[src/rtl/spi_slave_interface.sv]
// spi_slave_interface: SPI mode-3 responder with oversampled pins and a byte-wide parallel side in the clk domain.
// Optional receive-overrun tracking (rx_ack / rx_overrun) is enabled by defining SPI_SLAVE_OVERRUN_DET_EN.
`default_nettype none

module spi_slave_interface #(
  parameter int CLK_FREC    = 100000000,
  parameter int SCL_FREC    = 1000000,
  parameter int SYNC_STAGES = 2
) (
  input  logic       clk,
  input  logic       arstn,
  input  logic [7:0] byte_2_send,
  output logic       tx_latched,
  output logic [7:0] byte_received,
  output logic       rx_valid,
  input  logic       msb_lsb,
  output logic       busy,
  input  logic       scl,
  input  logic       cs,
  input  logic       mosi,
  output logic       miso,
  output logic       miso_oe
`ifdef SPI_SLAVE_OVERRUN_DET_EN
  ,
  input  logic       rx_ack,
  output logic       rx_overrun
`endif
);

  generate
    if (longint'(SCL_FREC) * 8 > longint'(CLK_FREC)) begin : g_bad_ratio
      $fatal(1, "spi_slave_interface: CLK_FREC must be at least 8x SCL_FREC");
    end
    if (SYNC_STAGES < 2 || SYNC_STAGES > 4) begin : g_bad_sync
      $fatal(1, "spi_slave_interface: SYNC_STAGES must be 2..4");
    end
  endgenerate

  typedef enum logic [1:0] {
    IDLE  = 2'd0,
    LOAD  = 2'd1,
    SHIFT = 2'd2
  } state_t;

  state_t state, state_nxt;

  logic [SYNC_STAGES-1:0] scl_sync, cs_sync, mosi_sync;
  logic       scl_prev, cs_prev;
  logic       scl_s, cs_s, mosi_s;
  logic       scl_fall, scl_rise, cs_fall, cs_rise;

  logic [7:0] tx_shift, rx_shift;
  logic [2:0] bit_cnt, bit_cnt_tx;
  logic [2:0] tx_idx, rx_idx;
  logic       msb_first;
  logic       done_pending;
  logic       load_tx, byte_done;

  always_ff @(posedge clk or negedge arstn) begin
    if (!arstn) begin
      scl_sync  <= '1;
      cs_sync   <= '1;
      mosi_sync <= '0;
      scl_prev  <= 1'b1;
      cs_prev   <= 1'b1;
    end else begin
      scl_sync  <= {scl_sync[SYNC_STAGES-2:0], scl};
      cs_sync   <= {cs_sync[SYNC_STAGES-2:0], cs};
      mosi_sync <= {mosi_sync[SYNC_STAGES-2:0], mosi};
      scl_prev  <= scl_sync[SYNC_STAGES-1];
      cs_prev   <= cs_sync[SYNC_STAGES-1];
    end
  end

  assign scl_s    = scl_sync[SYNC_STAGES-1];
  assign cs_s     = cs_sync[SYNC_STAGES-1];
  assign mosi_s   = mosi_sync[SYNC_STAGES-1];
  assign scl_fall = scl_prev & ~scl_s;
  assign scl_rise = ~scl_prev & scl_s;
  assign cs_fall  = cs_prev & ~cs_s;
  assign cs_rise  = ~cs_prev & cs_s;

  assign tx_idx = msb_first ? (3'd7 - bit_cnt_tx) : bit_cnt_tx;
  assign rx_idx = msb_first ? (3'd7 - bit_cnt) : bit_cnt;

  always_ff @(posedge clk or negedge arstn) begin
    if (!arstn) begin
      state <= IDLE;
    end else begin
      state <= state_nxt;
    end
  end

  always_comb begin
    state_nxt = state;
    load_tx   = 1'b0;
    byte_done = 1'b0;
    busy      = 1'b0;
    miso_oe   = 1'b0;
    case (state)
      IDLE: begin
        if (cs_fall) state_nxt = LOAD;
      end
      LOAD: begin
        busy      = 1'b1;
        load_tx   = 1'b1;
        state_nxt = SHIFT;
      end
      SHIFT: begin
        busy    = 1'b1;
        miso_oe = 1'b1;
        if (done_pending) begin
          byte_done = 1'b1;
          load_tx   = 1'b1;
        end
      end
      default: state_nxt = IDLE;
    endcase
    // Deselect overrides everything, including a byte finishing in the same cycle.
    if (cs_rise) begin
      state_nxt = IDLE;
      load_tx   = 1'b0;
      byte_done = 1'b0;
    end
  end

  always_ff @(posedge clk or negedge arstn) begin
    if (!arstn) begin
      tx_shift      <= 8'h00;
      rx_shift      <= 8'h00;
      byte_received <= 8'h00;
      rx_valid      <= 1'b0;
      tx_latched    <= 1'b0;
      miso          <= 1'b0;
      msb_first     <= 1'b1;
      bit_cnt       <= 3'd0;
      bit_cnt_tx    <= 3'd0;
      done_pending  <= 1'b0;
    end else begin
      rx_valid   <= byte_done;
      tx_latched <= load_tx;
      if (load_tx) tx_shift <= byte_2_send;
      if (byte_done) byte_received <= rx_shift;
      if (state == LOAD && !cs_rise) msb_first <= msb_lsb;

      if (state == SHIFT && !cs_rise) begin
        if (done_pending) begin
          bit_cnt      <= 3'd0;
          bit_cnt_tx   <= 3'd0;
          done_pending <= 1'b0;
        end else if (scl_fall) begin
          miso <= tx_shift[tx_idx];
          if (bit_cnt_tx != 3'd7) bit_cnt_tx <= bit_cnt_tx + 3'd1;
        end else if (scl_rise) begin
          rx_shift[rx_idx] <= mosi_s;
          // The eighth bit parks the counter; the byte-complete path wraps it.
          if (bit_cnt == 3'd7) done_pending <= 1'b1;
          else                 bit_cnt      <= bit_cnt + 3'd1;
        end
      end else begin
        miso         <= 1'b0;
        bit_cnt      <= 3'd0;
        bit_cnt_tx   <= 3'd0;
        done_pending <= 1'b0;
      end
    end
  end

`ifdef SPI_SLAVE_OVERRUN_DET_EN
  logic unacked;

  always_ff @(posedge clk or negedge arstn) begin
    if (!arstn) begin
      unacked    <= 1'b0;
      rx_overrun <= 1'b0;
    end else begin
      if (rx_valid)    unacked <= 1'b1;
      else if (rx_ack) unacked <= 1'b0;
      // An ack coinciding with rx_valid retires the previous byte, not the new one.
      if (cs_fall)                              rx_overrun <= 1'b0;
      else if (rx_valid && unacked && !rx_ack)  rx_overrun <= 1'b1;
    end
  end
`endif

endmodule

`default_nettype wire

[config.mk]
export PLATFORM = sky130hd
export DESIGN_NAME = spi_slave_interface
export DESIGN_NICKNAME = d
export VERILOG_FILES = /design/src/rtl/spi_slave_interface.sv
export SDC_FILE = /design/constraint.sdc
export NUM_CORES = 1
export LEC_CHECK = 0
export BUFFER_PORTS_ARGS = -buffer_cell sky130_fd_sc_hd__buf_2
export CAP_MARGIN = 20
export CORE_MARGIN = 2
export CORE_UTILIZATION = 55
export CTS_CLUSTER_DIAMETER = 60
export DETAILED_ROUTE_END_ITERATION = 16
export GPL_ROUTABILITY_DRIVEN = 0
export HOLD_SLACK_MARGIN = 0.1
export PLACE_DENSITY = 0.76
export SETUP_SLACK_MARGIN = 0.02
export SYNTH_ARGS = -nofsm -noshare
export SYNTH_HDL_FRONTEND = slang
export SYNTH_SLANG_ARGS = --single-unit
[constraint.sdc]
create_clock -name clk -period 2.8 [get_ports clk]
set_input_delay 0.14 -clock clk [delete_from_list [all_inputs] [get_ports clk]]
set_output_delay 0.14 -clock clk [all_outputs]
set_load 0.01 [all_outputs]
==> metrics.txt, run 1 <==
Synth top area share 0.414; most frequent cells after synthesis 38 x dfrtp_1, 31 x nand2_1, 11 x a21oi_1, 11 x mux2_2, 9 x ha_1; via/cell ratio slightly below 6; CTS tree yes; adder-cell share of the synthesized area 0.0490; H-Tree Depth 2; WL/cell roughly 16 um; CTS Buffer Depth 2; dominant cells by area after synthesis dfrtp_1 41%, dfstp_2 8.0%, mux2_2 5.4%, nand2_1 5.1%, ha_1 4.9%; VDD IR max between 0.4 and 0.5 mV; simple-gate share of the synthesized area 0.179; CP bufs+invs 0; Multi-input gate area 1070 um^2; Routed WL about 4800 um; main combinational cell family by area after synthesis simple AND/OR/NAND/NOR gates; Worst Path Class, Setup register to register; Hold WC Path Type input port to async pin; clock root cell clkbuf_8; global-route wire length before repair 7820 um; Sum Neg Setup Slack 0 ns; largest net degree at the start of global routing 46; mean post-synth cell area 10.5 um^2; FP Rows 23; Crit-path slowest cell a2111oi_0; n_diodes 0; f_max between 0.4 and 0.5 GHz; Syn Nets 241; Starting DRT DRC Count 127; top_reg_cell synth dfrtp_1; Crit path max-delay family compound AO/OA/AOI/OAI gates; minimum clock period about 2.2 ns; clock sink total 45; post-synthesis sequential element count 45; via count approximately 1,800; total global routing overflow 0; nature of the critical path endpoint register; Pleak roughly 0.0012 uW; chip height a little under 70 um; Clk Latency, worst-skew pair 0.30 ns; most frequent cell after synthesis dfrtp_1; clock skew 0.0107 ns; part of the cycle the worst path needs 0.802; Slew Viols, Final 0; sequential fraction of the synthesis area 0.494; multiplexer share of the synthesized area 0.0915; post-synth cell types between 50 and 60; HPWL after DPL about 3200 um; Worst Path Arrival 2.39 ns; RSZ-0062 raised after global routing no; First-pass DRT Iterations 4; P per Cell Area ~700 nW/um^2; DRC errors left 0; Hold Vio Cnt, Final 0; Post-Syn Area roughly 2300 um^2; Die ar. roughly 4700 um^2; Max transition margin 0.485; fin nets 278; antenna violations before repair 0; Fin Hold WS 0.286 ns; I/O pin count 27; Worst-path clk slew ~0.080 ns; Area Growth Syn to Fin 16.5%; Final ANT Viol Nets 0; Fill cells 312; status complete, no violations; register area roughly 1100 um^2; number of global-route vias before repair between 1,500 and 2,000; all-layer global routing usage 0.226; Synth Instances between 200 and 250; Starting Density 0.575; Worst Max-Slew Pin Slew between 0.7 and 0.8 ns; area leader, netlist dfrtp_1; CP required about 3.0 ns; Crit path largest cell delay approximately 0.71 ns; Max Cap Viol 0; final setup fails 0; PortBufs 26; Synth Area in Compound Gates 0.140; share of cells above drive strength 1 0.227; startpoint types register; clock buffers created by TritonCTS 5; CP Cell Sequence xor2_1, mux2_1, a2111oi_0, o31ai_1; EDFF count, synth 0; Synth Warn # 0; Async S/R FF share, synth 1.00; CORE AREA 4000 um^2; XOR/XNOR share of the synthesized area 0.00762; crit-path max FO 9; DIE WIDTH 68.6 um
where the power goes:
group	internal [uW]	switching [uW]
Combinational	303	326
Clock	175	204
Sequential	775	103
Total	1250	633
metal layers:
layer / vias up / track usage / wire [um]
li1: 871 / - / -
met4: 0 / 0.0925 / 91
met5: - / 0 / 0
met2: 44 / 0.339 / 2200
met3: 9 / 0.0536 / 200
met1: 853 / 0.315 / 2280
registers in the layout, summed over array words and instances, names as in the netlist:
| register | count |
|---|---|
| bit_cnt | 3 |
| bit_cnt_tx | 3 |
| byte_received | 8 |
| cs_prev | 1 |
| cs_sync | 2 |
| done_pending | 1 |
| miso | 1 |
| mosi_sync | 2 |
| msb_first | 1 |
| rx_shift | 8 |
| rx_valid | 1 |
| scl_prev | 1 |
| scl_sync | 2 |
| state | 2 |
| tx_latched | 1 |
| tx_shift | 8 |
layout by cell type (no fill, tap or decap), types with 5 or more instances in the layout:
| cell type | synthesis | layout |
|---|---|---|
| a21oi_1 | 11 | 11 |
| a221oi_1 | 7 | 7 |
| buf_2 | 2 | 26 |
| clkbuf_8 | 0 | 5 |
| dfrtp_1 | 38 | 38 |
| dfstp_2 | 7 | 7 |
| dlygate4sd3_1 | 0 | 13 |
| ha_1 | 9 | 9 |
| inv_1 | 7 | 7 |
| mux2_2 | 11 | 11 |
| nand2_1 | 31 | 31 |
| nor2_1 | 6 | 6 |
| nor3b_1 | 7 | 7 |
| o22ai_1 | 8 | 8 |
metrics by stage:
step                      utilization  power (uW)  cells  setup slack [ns]  cell area [um^2]
after global placement          0.612        1460    284             0.669              2450
after global routing            0.669        2000    306             0.445              2680
after CTS                       0.664        1880    305             0.619              2660
after floorplan                     -        1320    218             0.804              2300
after detailed placement        0.612        1480    284             0.624              2450
final                           0.669        1890    306             0.555              2680
cell type report:
type	instances	share of cell area
Clock buffer	7	0.0285
Tap cell	50	0.0234
Sequential cell	45	0.424
Timing Repair Buffer	42	0.110
Clock inverter	1	0.00187
Inverter	8	0.0112
Multi-Input combinational cell	153	0.401
worst register-to-register path, delay by kind of cell (launching register included):
family / cells / cell delay [ns]
flip-flops: 1 / 0.57
AO/OA/AOI/OAI: 2 / 0.88
XOR/XNOR: 1 / 0.29
multiplexers: 1 / 0.34
kinds of logic after synthesis:
group,after synthesis
AND/OR/NAND/NOR,77
AO/OA/AOI/OAI,47
flip-flops,45
buffers and inverters,20
multiplexers,18
adder cells (fa/ha/maj),9
XOR/XNOR,2
path summary, 6_finish.rpt:
kind	start	slack, ns	cells after the start	to
min in group clk	scl_sync[0]	0.34	0	scl_sync[1]
max in group asynchronous	arstn	1.97	3	cs_prev
setup reg to reg	bit_cnt_tx[0]	0.55	4	miso
setup / recovery	bit_cnt_tx[0]	0.55	4	miso
hold / removal	arstn	0.29	2	tx_shift[1]
hold reg to reg	scl_sync[0]	0.34	0	scl_sync[1]
timing repair:
item                      4_1_cts  5_1_grt
hold endpoints to repair       50        0
setup buffers                   0        0
hold buffers                   13        0
resized for setup               0        0
No activity file was read; power rests on OpenSTA's default activity.
==> run 2, diff against run 1 <==
==> constraint.sdc (replaced) <==
create_clock -name clk -period 2.2 [get_ports clk]
set_input_delay 0.11 -clock clk [delete_from_list [all_inputs] [get_ports clk]]
set_output_delay 0.11 -clock clk [all_outputs]
set_load 0.01 [all_outputs]
==> run 2 against run 1 <==
- first-iteration DRC count rose by 10%
- combinational power up 28%
- clock power rose by 46%
- sequential share of layout area shrank 0.89 points
- via count up 0.45%
==> metrics.txt, run 2 (synthesized netlist as in run 1, its figures left out) <==
startpoint types register (unchanged); Setup WS post-layout 0.126 ns (was 0.555 ns); Cell Int Power 1670 uW (was 1250 uW); via/cell ratio 5.72 (was 5.81); Worst Path Class, Setup register to register (unchanged); clock sink total 45 (unchanged); number of global-route vias before repair 1,662 (was 1,649); H-Tree Depth 2 (unchanged); share of cells above drive strength 1 0.256 (was 0.227); Slew Viols, Final 0 (unchanged); Starting Density 0.575 (unchanged); Max transition margin 0.384 (was 0.485); sw frac 0.326 (was 0.336); Fin Hold WS 0.353 ns (was 0.286 ns); f_max 0.482 GHz (was 0.445 GHz); most frequent cells in the layout 38 x dfrtp_1, 31 x nand2_1, 26 x buf_2, 13 x dlygate4sd3_1 (unchanged); n_diodes 0 (unchanged); P per Cell Area 904 nW/um^2 (was 704 nW/um^2); clock buffers created by TritonCTS 5 (unchanged); Pleak 0.00127 uW (was 0.00123 uW); Sum Neg Setup Slack 0 ns (unchanged); Hold Vio Cnt, Final 0 (unchanged); crit-path max FO 7 (was 9); Post-CTS Setup Inserts 0 (unchanged); Final Core Density 0.684 (was 0.669); Worst Max-Slew Pin Slew 0.924 ns (was 0.753 ns); chip height 68.6 um (unchanged); post-place setup slack 0.134 ns (was 0.624 ns); Worst Path Arrival 2.23 ns (was 2.39 ns); largest net degree at the start of global routing 44 (was 46); WL/cell 14.9 um (was 15.6 um); final setup fails 0 (unchanged); total global routing overflow 0 (unchanged); PortBufs 26 (unchanged); reg2reg setup slack 0.13 ns (was 0.55 ns); VDD IR max 0.595 mV (was 0.486 mV); part of the cycle the worst path needs 0.943 (was 0.802); Clk Latency, worst-skew pair 0.30 ns (about the same); clock share of power 0.224 (was 0.201); Comb pwr share 0.326 (was 0.333); First-pass DRT Iterations 4 (unchanged); global-route wire length before repair 7940 um (was 7820 um); fin nets 284 (was 278); Max Cap Viol 0 (unchanged); DIE WIDTH 68.6 um (unchanged); RSZ-0062 raised after global routing no (unchanged); FP Rows 23 (unchanged); CTS Buffer Depth 2 (unchanged); minimum clock period 2.07 ns (was 2.25 ns); Hold WC Path Type register to register (was input port to async pin); all-layer global routing usage 0.231 (was 0.226); HPWL after DPL 3150 um (was 3220 um); via count 1,785 (was 1,777); status complete, no violations (unchanged); clock root cell clkbuf_8 (unchanged); sequential power share 0.449 (was 0.466); Routed WL 4630 um (was 4780 um); CORE AREA 4000 um^2 (unchanged); most common cell after layout, fill and taps aside dfrtp_1 (unchanged); Die ar. 4710 um^2 (unchanged); top flop regs byte_received (8), rx_shift (8), tx_shift (8) (unchanged); nature of the critical path endpoint register (unchanged); CP required 2.36 ns (was 2.95 ns); DRC errors left 0 (unchanged); Starting DRT DRC Count 140 (was 127); CTS tree yes (unchanged); clock skew 0.00695 ns (was 0.0107 ns); Sw Pwr 806 uW (was 633 uW); antenna violations before repair 0 (unchanged); Area Growth Syn to Fin 19.0% (was 16.5%); Final ANT Viol Nets 0 (unchanged); Worst-path clk slew 0.08 ns (about the same); I/O pin count 27 (unchanged)
run 2: cell types whose count changed in the layout (fill, tap and decap cells not counted):
cell / delta
or3_4: +1
buf_12: -1
clkbuf_1: -2
or3_1: -1
buf_4: +7
clkbuf_8: +2
run 2: worst paths after layout:
path,start,to,cells past startpoint
max in group asynchronous,arstn,scl_sync[0],3
setup reg to reg,cs_prev,rx_shift[1],6
min in group asynchronous,arstn,tx_shift[3],2
hold reg to reg,mosi_sync[0],mosi_sync[1],0
setup / recovery,cs_prev,rx_shift[1],6
hold / removal,mosi_sync[0],mosi_sync[1],0
run 2: power by group through the flow:
stage          clock network, uW  registers (uW)  logic, uW
2_1_floorplan                  0            1080        607
3_3_place_gp                   0            1110        756
3_5_place_dp                   0            1120        781
4_1_cts                      573            1110        804
5_1_grt                      603            1130        897
6_report                     555            1110        807
run 2: worst max-delay path, cell delays in order (launching register included):
cell	delay, ns
dfstp_2	0.52
inv_1	0.04
ha_1	0.25
or3b_4	0.47
or3_4	0.39
o22ai_1	0.15
a221oi_1	0.11
run 2: per-layer routing:
layer	vias to the layer above	global-route usage	part of all wire	routed length (um)
met5	-	0	0	0
met4	0	0.0775	0.015	71
met3	8	0.0503	0.041	190
met2	43	0.356	0.47	2180
met1	854	0.322	0.47	2200
li1	880	-	-	-
run 2: timing repair:
action	4_1_cts	5_1_grt
setup endpoints to repair	0	1
hold buffers	13	0
gates resized for setup	0	1
endpoints found under the hold margin	50	0
run 2: per-stage QoR:
step	area (um^2)	instances	total power, uW
2_1_floorplan	2300	218	1680
3_5_place_dp	2500	291	1900
6_report	2740	312	2470
3_3_place_gp	2500	291	1860
4_1_cts	2730	312	2480
5_1_grt	2740	312	2630
run 2: cell type report:
cell class              count  area, um^2
clock inverters             1        5.00
clock buffers               7        96.3
flip-flops and latches     45        1130
repair buffers             48         328
fillers                   310        1260
inverters                   8        30.0
multi-input cells         153        1080
well taps                  50        62.6
